$ cat src/rtl/cphase_stream_issue.sv
// Controlled-phase gate over a streamed state vector: amplitudes with both control and
// target index bits set are rotated by the latched twiddle, all others pass through a matched delay.
module ccmult_pipelined #(
  parameter int TOTAL_WIDTH = 16,
  parameter int FRAC_WIDTH  = 8,
  parameter int LAT         = 6
) (
  input  logic                          clk,
  input  logic                          rst_s_n,
  input  logic signed [TOTAL_WIDTH-1:0] ar,
  input  logic signed [TOTAL_WIDTH-1:0] ai,
  input  logic signed [TOTAL_WIDTH-1:0] br,
  input  logic signed [TOTAL_WIDTH-1:0] bi,
  output logic signed [TOTAL_WIDTH-1:0] pr,
  output logic signed [TOTAL_WIDTH-1:0] pi
);
  localparam int PW = 2 * TOTAL_WIDTH + 1;

  logic signed [PW-1:0] ar_x, ai_x, br_x, bi_x;
  logic signed [PW-1:0] re_full, im_full, re_shift, im_shift;
  logic signed [TOTAL_WIDTH-1:0] re_reg [LAT];
  logic signed [TOTAL_WIDTH-1:0] im_reg [LAT];

  // Full-precision products, then floor shift and plain truncation (no rounding, no saturation)
  always_comb begin
    ar_x     = PW'(ar);
    ai_x     = PW'(ai);
    br_x     = PW'(br);
    bi_x     = PW'(bi);
    re_full  = ar_x * br_x - ai_x * bi_x;
    im_full  = ar_x * bi_x + ai_x * br_x;
    re_shift = re_full >>> FRAC_WIDTH;
    im_shift = im_full >>> FRAC_WIDTH;
  end

  always_ff @(posedge clk) begin
    if (!rst_s_n) begin
      for (int i = 0; i < LAT; i++) begin
        re_reg[i] <= '0;
        im_reg[i] <= '0;
      end
    end else begin
      re_reg[0] <= re_shift[TOTAL_WIDTH-1:0];
      im_reg[0] <= im_shift[TOTAL_WIDTH-1:0];
      for (int i = 1; i < LAT; i++) begin
        re_reg[i] <= re_reg[i-1];
        im_reg[i] <= im_reg[i-1];
      end
    end
  end

  assign pr = re_reg[LAT-1];
  assign pi = im_reg[LAT-1];
endmodule

module cphase_stream_issue #(
  parameter int NUM_QUBITS  = 3,
  parameter int CTRL_BIT    = 0,
  parameter int TGT_BIT     = 1,
  parameter int MULT_LAT    = 6,
  parameter int TOTAL_WIDTH = 16,
  parameter int FRAC_WIDTH  = 8
) (
  input  logic                          clk,
  input  logic                          rst_s_n,
  input  logic                          start,
  input  logic signed [TOTAL_WIDTH-1:0] tw_re,
  input  logic signed [TOTAL_WIDTH-1:0] tw_im,
  input  logic                          in_valid,
  output logic                          in_ready,
  input  logic signed [TOTAL_WIDTH-1:0] in_re,
  input  logic signed [TOTAL_WIDTH-1:0] in_im,
  output logic                          out_valid,
  output logic signed [TOTAL_WIDTH-1:0] out_re,
  output logic signed [TOTAL_WIDTH-1:0] out_im,
  output logic [NUM_QUBITS-1:0]         out_idx,
  output logic                          busy,
  output logic                          done
);
  typedef enum logic [1:0] {IDLE, RUN, DRAIN} state_t;

  localparam logic [NUM_QUBITS-1:0] IDX_LAST = '1;

  state_t                        state_reg;
  logic [NUM_QUBITS-1:0]         idx_reg;
  logic signed [TOTAL_WIDTH-1:0] tw_re_reg, tw_im_reg;
  logic                          in_ready_reg, busy_reg, done_reg;

  logic signed [TOTAL_WIDTH-1:0] iss_re_reg, iss_im_reg;
  logic [NUM_QUBITS-1:0]         iss_idx_reg;
  logic                          iss_sel_reg, iss_valid_reg;

  logic signed [TOTAL_WIDTH-1:0] byp_re_reg  [MULT_LAT];
  logic signed [TOTAL_WIDTH-1:0] byp_im_reg  [MULT_LAT];
  logic [NUM_QUBITS-1:0]         byp_idx_reg [MULT_LAT];
  logic [MULT_LAT-1:0]           byp_sel_reg, byp_valid_reg;

  logic signed [TOTAL_WIDTH-1:0] out_re_reg, out_im_reg;
  logic [NUM_QUBITS-1:0]         out_idx_reg;
  logic                          out_valid_reg;

  logic signed [TOTAL_WIDTH-1:0] mult_re, mult_im;
  logic                          accept, pipe_busy;

  assign accept    = in_valid & in_ready_reg;
  assign pipe_busy = iss_valid_reg | (|byp_valid_reg);

  always_ff @(posedge clk) begin
    if (!rst_s_n) begin
      state_reg    <= IDLE;
      idx_reg      <= '0;
      tw_re_reg    <= '0;
      tw_im_reg    <= '0;
      in_ready_reg <= 1'b0;
      busy_reg     <= 1'b0;
      done_reg     <= 1'b0;
    end else begin
      done_reg <= 1'b0;
      case (state_reg)
        IDLE: if (start) begin
          state_reg    <= RUN;
          tw_re_reg    <= tw_re;
          tw_im_reg    <= tw_im;
          idx_reg      <= '0;
          in_ready_reg <= 1'b1;
          busy_reg     <= 1'b1;
        end
        RUN: if (accept) begin
          idx_reg <= idx_reg + NUM_QUBITS'(1);
          if (idx_reg == IDX_LAST) begin
            state_reg    <= DRAIN;
            in_ready_reg <= 1'b0;
          end
        end
        // Pipeline empty while the output register holds a sample: that sample is the last one
        DRAIN: if (!pipe_busy && out_valid_reg) begin
          state_reg <= IDLE;
          busy_reg  <= 1'b0;
          done_reg  <= 1'b1;
        end
        default: state_reg <= IDLE;
      endcase
    end
  end

  always_ff @(posedge clk) begin
    if (!rst_s_n) begin
      iss_re_reg    <= '0;
      iss_im_reg    <= '0;
      iss_idx_reg   <= '0;
      iss_sel_reg   <= 1'b0;
      iss_valid_reg <= 1'b0;
    end else begin
      iss_valid_reg <= accept;
      if (accept) begin
        iss_re_reg  <= in_re;
        iss_im_reg  <= in_im;
        iss_idx_reg <= idx_reg;
        iss_sel_reg <= idx_reg[CTRL_BIT] & idx_reg[TGT_BIT];
      end
    end
  end

  ccmult_pipelined #(
    .TOTAL_WIDTH(TOTAL_WIDTH),
    .FRAC_WIDTH (FRAC_WIDTH),
    .LAT        (MULT_LAT)
  ) u_mult (
    .clk    (clk),
    .rst_s_n(rst_s_n),
    .ar     (iss_re_reg),
    .ai     (iss_im_reg),
    .br     (tw_re_reg),
    .bi     (tw_im_reg),
    .pr     (mult_re),
    .pi     (mult_im)
  );

  // Bypass line is exactly as deep as the multiplier so both paths land on the same edge
  always_ff @(posedge clk) begin
    if (!rst_s_n) begin
      for (int i = 0; i < MULT_LAT; i++) begin
        byp_re_reg[i]  <= '0;
        byp_im_reg[i]  <= '0;
        byp_idx_reg[i] <= '0;
      end
      byp_sel_reg   <= '0;
      byp_valid_reg <= '0;
    end else begin
      byp_re_reg[0]    <= iss_re_reg;
      byp_im_reg[0]    <= iss_im_reg;
      byp_idx_reg[0]   <= iss_idx_reg;
      byp_sel_reg[0]   <= iss_sel_reg;
      byp_valid_reg[0] <= iss_valid_reg;
      for (int i = 1; i < MULT_LAT; i++) begin
        byp_re_reg[i]    <= byp_re_reg[i-1];
        byp_im_reg[i]    <= byp_im_reg[i-1];
        byp_idx_reg[i]   <= byp_idx_reg[i-1];
        byp_sel_reg[i]   <= byp_sel_reg[i-1];
        byp_valid_reg[i] <= byp_valid_reg[i-1];
      end
    end
  end

  always_ff @(posedge clk) begin
    if (!rst_s_n) begin
      out_re_reg    <= '0;
      out_im_reg    <= '0;
      out_idx_reg   <= '0;
      out_valid_reg <= 1'b0;
    end else begin
      out_valid_reg <= byp_valid_reg[MULT_LAT-1];
      if (byp_valid_reg[MULT_LAT-1]) begin
        out_re_reg  <= byp_sel_reg[MULT_LAT-1] ? mult_re : byp_re_reg[MULT_LAT-1];
        out_im_reg  <= byp_sel_reg[MULT_LAT-1] ? mult_im : byp_im_reg[MULT_LAT-1];
        out_idx_reg <= byp_idx_reg[MULT_LAT-1];
      end
    end
  end

  assign in_ready  = in_ready_reg;
  assign busy      = busy_reg;
  assign done      = done_reg;
  assign out_valid = out_valid_reg;
  assign out_re    = out_re_reg;
  assign out_im    = out_im_reg;
  assign out_idx   = out_idx_reg;
endmodule

$ cat config.mk
export PLATFORM = sky130hd
export DESIGN_NAME = cphase_stream_issue
export DESIGN_NICKNAME = d
export VERILOG_FILES = /design/src/rtl/cphase_stream_issue.sv
export SDC_FILE = /design/constraint.sdc
export NUM_CORES = 2
export LEC_CHECK = 0
export CAP_MARGIN = 20
export CORE_MARGIN = 3
export CORE_UTILIZATION = 58
export DETAILED_ROUTE_END_ITERATION = 6
export PLACE_DENSITY = 0.78
export SLEW_MARGIN = 20
export SYNTH_ARGS = -nofsm -noshare
export SYNTH_HDL_FRONTEND = slang
export SYNTH_SLANG_ARGS = --single-unit
$ cat constraint.sdc
create_clock -name clk -period 10.17 [get_ports clk]
set_input_delay 2.034 -clock clk [delete_from_list [all_inputs] [get_ports clk]]
set_output_delay 2.034 -clock clk [all_outputs]
set_load 0.01 [all_outputs]
==> impl_metrics.json <==
{
  "status": "completed",
  "worstHoldStart": "u_mult.re_reg[0][36]",
  "cts_setup_buffers": 0,
  "critPathArrivalTime_ns": 8.22,
  "areaGrowthSynthToFinish_pct": 8.10,
  "htreeDepth": 2,
  "power_frac_clock": 0.264,
  "cts_resized": 0,
  "dieWidth_um": 287,
  "postRouteWirelength_um": 105000,
  "initial_core_util": 0.588,
  "power.leakage_nw": 23.2,
  "portBuffers": 106,
  "gr-total-overflow": 0,
  "setup_tns_ns": 0,
  "drc": 0,
  "die-area_um2": 82200,
  "r2r-end": "u_mult.re_reg[0][14]",
  "async_flop_share": 0,
  "syn_area_um2": 45700,
  "path_class": "reg -> reg",
  "swShare": 0.381,
  "synth.most_common_cell": "inv_1",
  "row_count": 102,
  "final_cells": 5742,
  "powerDensity_nw_per_um2": 153,
  "clock.fmax_ghz": 0.129,
  "combPwrFrac": 0.432,
  "drv_slew": 0,
  "nets": 5813,
  "period_share": 0.761,
  "drtIter0Drc": 1747,
  "slowest_stage": "dfxtp_1",
  "whs_path_depth": 1,
  "setup_violations": 0,
  "core_area_um2": 77700,
  "ioPinCount": 107,
  "grt_antenna_before_repair": 2,
  "clock_sinks": 527,
  "path_clk_slew_ns": 0.08,
  "drv_cap": 0,
  "endpoint_kind": "flip-flop",
  "post-dp-hpwl_um": 77400,
  "worst_hold_path_type": "reg -> reg",
  "synthCells": 4694,
  "clockBufferDepth": 3,
  "synth_nets": 5849,
  "viasPerCell": 5.21,
  "max_stage_delay_ns": 0.73,
  "cp_max_fo": 11,
  "clock-root-buffer": "clkbuf_16",
  "ys_seq_area_frac": 0.231,
  "worst_setup_path_start_kind": "flip-flop",
  "fp.dieH_um": 287,
  "gp_congestion": 0.880,
  "switching_power_w": 0.00289,
  "synth.avg_cell_area_um2": 9.74,
  "wl_per_cell_um": 18.2,
  "grt_pass1_wl_um": 173000,
  "intPower_w": 0.00469,
  "power_frac_seq": 0.304,
  "grt_pass1_vias": 32800,
  "cts_tree": "built",
  "cp.required_ns": 10.65,
  "yosys.area.top_type_share": 0.363,
  "grt_max_degree": 154,
  "reg2reg_depth": 26,
  "ys_ff_latch": 527,
  "clock_latency_ns": 0.64,
  "numCtsBuffers": 52,
  "grt_use_total": 0.269,
  "clock_skew_ns": 0.0655,
  "synthTopCellsByCount": "inv_1 (1005), and2_1 (895), fa_1 (828)",
  "cpMostUsedCell": "fa_1",
  "hold_viol": 0,
  "ant_nets": 0,
  "antenna_cells": 0,
  "synthFlopType": "dfxtp_1",
  "num_vias": 29900,
  "synth_area_leaders": "fa_1 (36%), dfxtp_1 (23%), and2_1 (12%), inv_1 (8.3%), ha_1 (7.1%)",
  "r2r_slack_ns": 2.43,
  "synth_edf_count": 0,
  "ctsHoldBuffers": 0,
  "regToRegStartpoint": "iss_im_reg[15]",
  "tightestPinTransition_ns": 1.12,
  "peakVddDrop_uv": 270,
  "maxSlewHeadroom": 0.251,
  "rsz0062_at_grt": "no",
  "drive_above_1_share": 0.0374,
  "whs_endpoint": "u_mult.re_reg[0][52]",
  "drt_first_pass_iters": 6,
  "placed_cells": 5643,
  "finalCriticalPeriod_ns": 7.74,
  "yosysWarnings": 0,
  "ys_types": 51,
  "yosysTopAreaCell": "fa_1"
}
[stage by stage]
step           hold WS, ns  power [W]  utilization  instance area [um^2]  worst slack [ns]
5_1_grt              0.386    0.00815        0.636                 49400              1.92
2_1_floorplan        0.412    0.00462            -                 45700              3.16
3_3_place_gp         0.413    0.00548        0.612                 47600              2.63
3_5_place_dp         0.417    0.00557        0.612                 47600              2.39
4_1_cts              0.374    0.00759        0.635                 49400              2.38
6_report             0.382    0.00758        0.636                 49400              2.43
[placed cells by master, fill, tap and decap left out, types with 6 or more instances in the layout]
cell type / count
xnor2_1: 99
fa_1: 828
dfxtp_1: 517
dfxtp_2: 10
nor2_1: 94
mux2i_1: 35
clkdlybuf4s50_1: 105
clkbuf_1: 8
nor3_1: 6
o21ai_0: 11
clkbuf_16: 53
a21oi_1: 62
a211oi_1: 35
o22a_1: 36
clkbuf_8: 10
nor2b_1: 9
and2_1: 895
inv_1: 1005
xor2_1: 23
nand2b_1: 18
inv_6: 6
buf_4: 58
ha_1: 259
nand2_1: 438
clkinv_2: 10
nand3_1: 12
[power by group through the flow]
stage	clock [W]	combinational (W)	sequential, W
after floorplan	0	0.00234	0.00228
after global placement	0	0.00315	0.00234
after detailed placement	0	0.00323	0.00234
after CTS	0.00205	0.00325	0.00230
after global routing	0.00212	0.00372	0.00231
final	0.00200	0.00328	0.00230
[cell families after synthesis]
family | count (synthesis) | synth area share
AND/OR/NAND/NOR | 1493 | 0.176
buffers and inverters | 1264 | 0.104
adder cells (fa/ha/maj) | 1087 | 0.433
flip-flops | 527 | 0.231
AO/OA/AOI/OAI | 166 | 0.0254
XOR/XNOR | 122 | 0.0234
multiplexers | 35 | 0.00766
[metal layers]
layer,routed length (um),part of all wire,track usage,vias to the layer above
met3,10100,0.097,0.0683,250
met2,48200,0.46,0.434,1163
met4,4760,0.046,0.106,2
li1,-,-,-,13400
met5,13,0.00012,0,-
met1,41400,0.40,0.349,15100
[area by class of cell]
type,count,area (um^2)
multi-input combinational,2903,30400
clock inverter,28,322
timing repair buffer,166,1540
inverter,1008,3790
tap,1040,1300
sequential,527,10600
fill,6178,28300
clock buffer,70,1480
[worst max-delay path, delay by kind of cell, from the launching register on]
family | cells | cell delay (ns)
XOR/XNOR | 1 | 0.16
buffers and inverters | 7 | 1.05
AO/OA/AOI/OAI | 5 | 1.14
adder cells (fa/ha/maj) | 9 | 4.08
flip-flops | 1 | 0.73
AND/OR/NAND/NOR | 4 | 0.42
[how the worst max path moves through the flow]
stage | from | endpoint | slack (ns)
after floorplan | iss_im_reg[15] | u_mult.re_reg[0][14] | 3.16
after global placement | iss_re_reg[9] | u_mult.re_reg[0][14] | 2.63
after detailed placement | tw_im_reg[5] | u_mult.im_reg[0][15] | 2.39
after CTS | tw_im_reg[5] | u_mult.im_reg[0][15] | 2.38
after global routing | iss_im_reg[15] | u_mult.re_reg[0][14] | 1.92
final | iss_im_reg[15] | u_mult.re_reg[0][14] | 2.43
No activity file was read; power rests on OpenSTA's default activity.
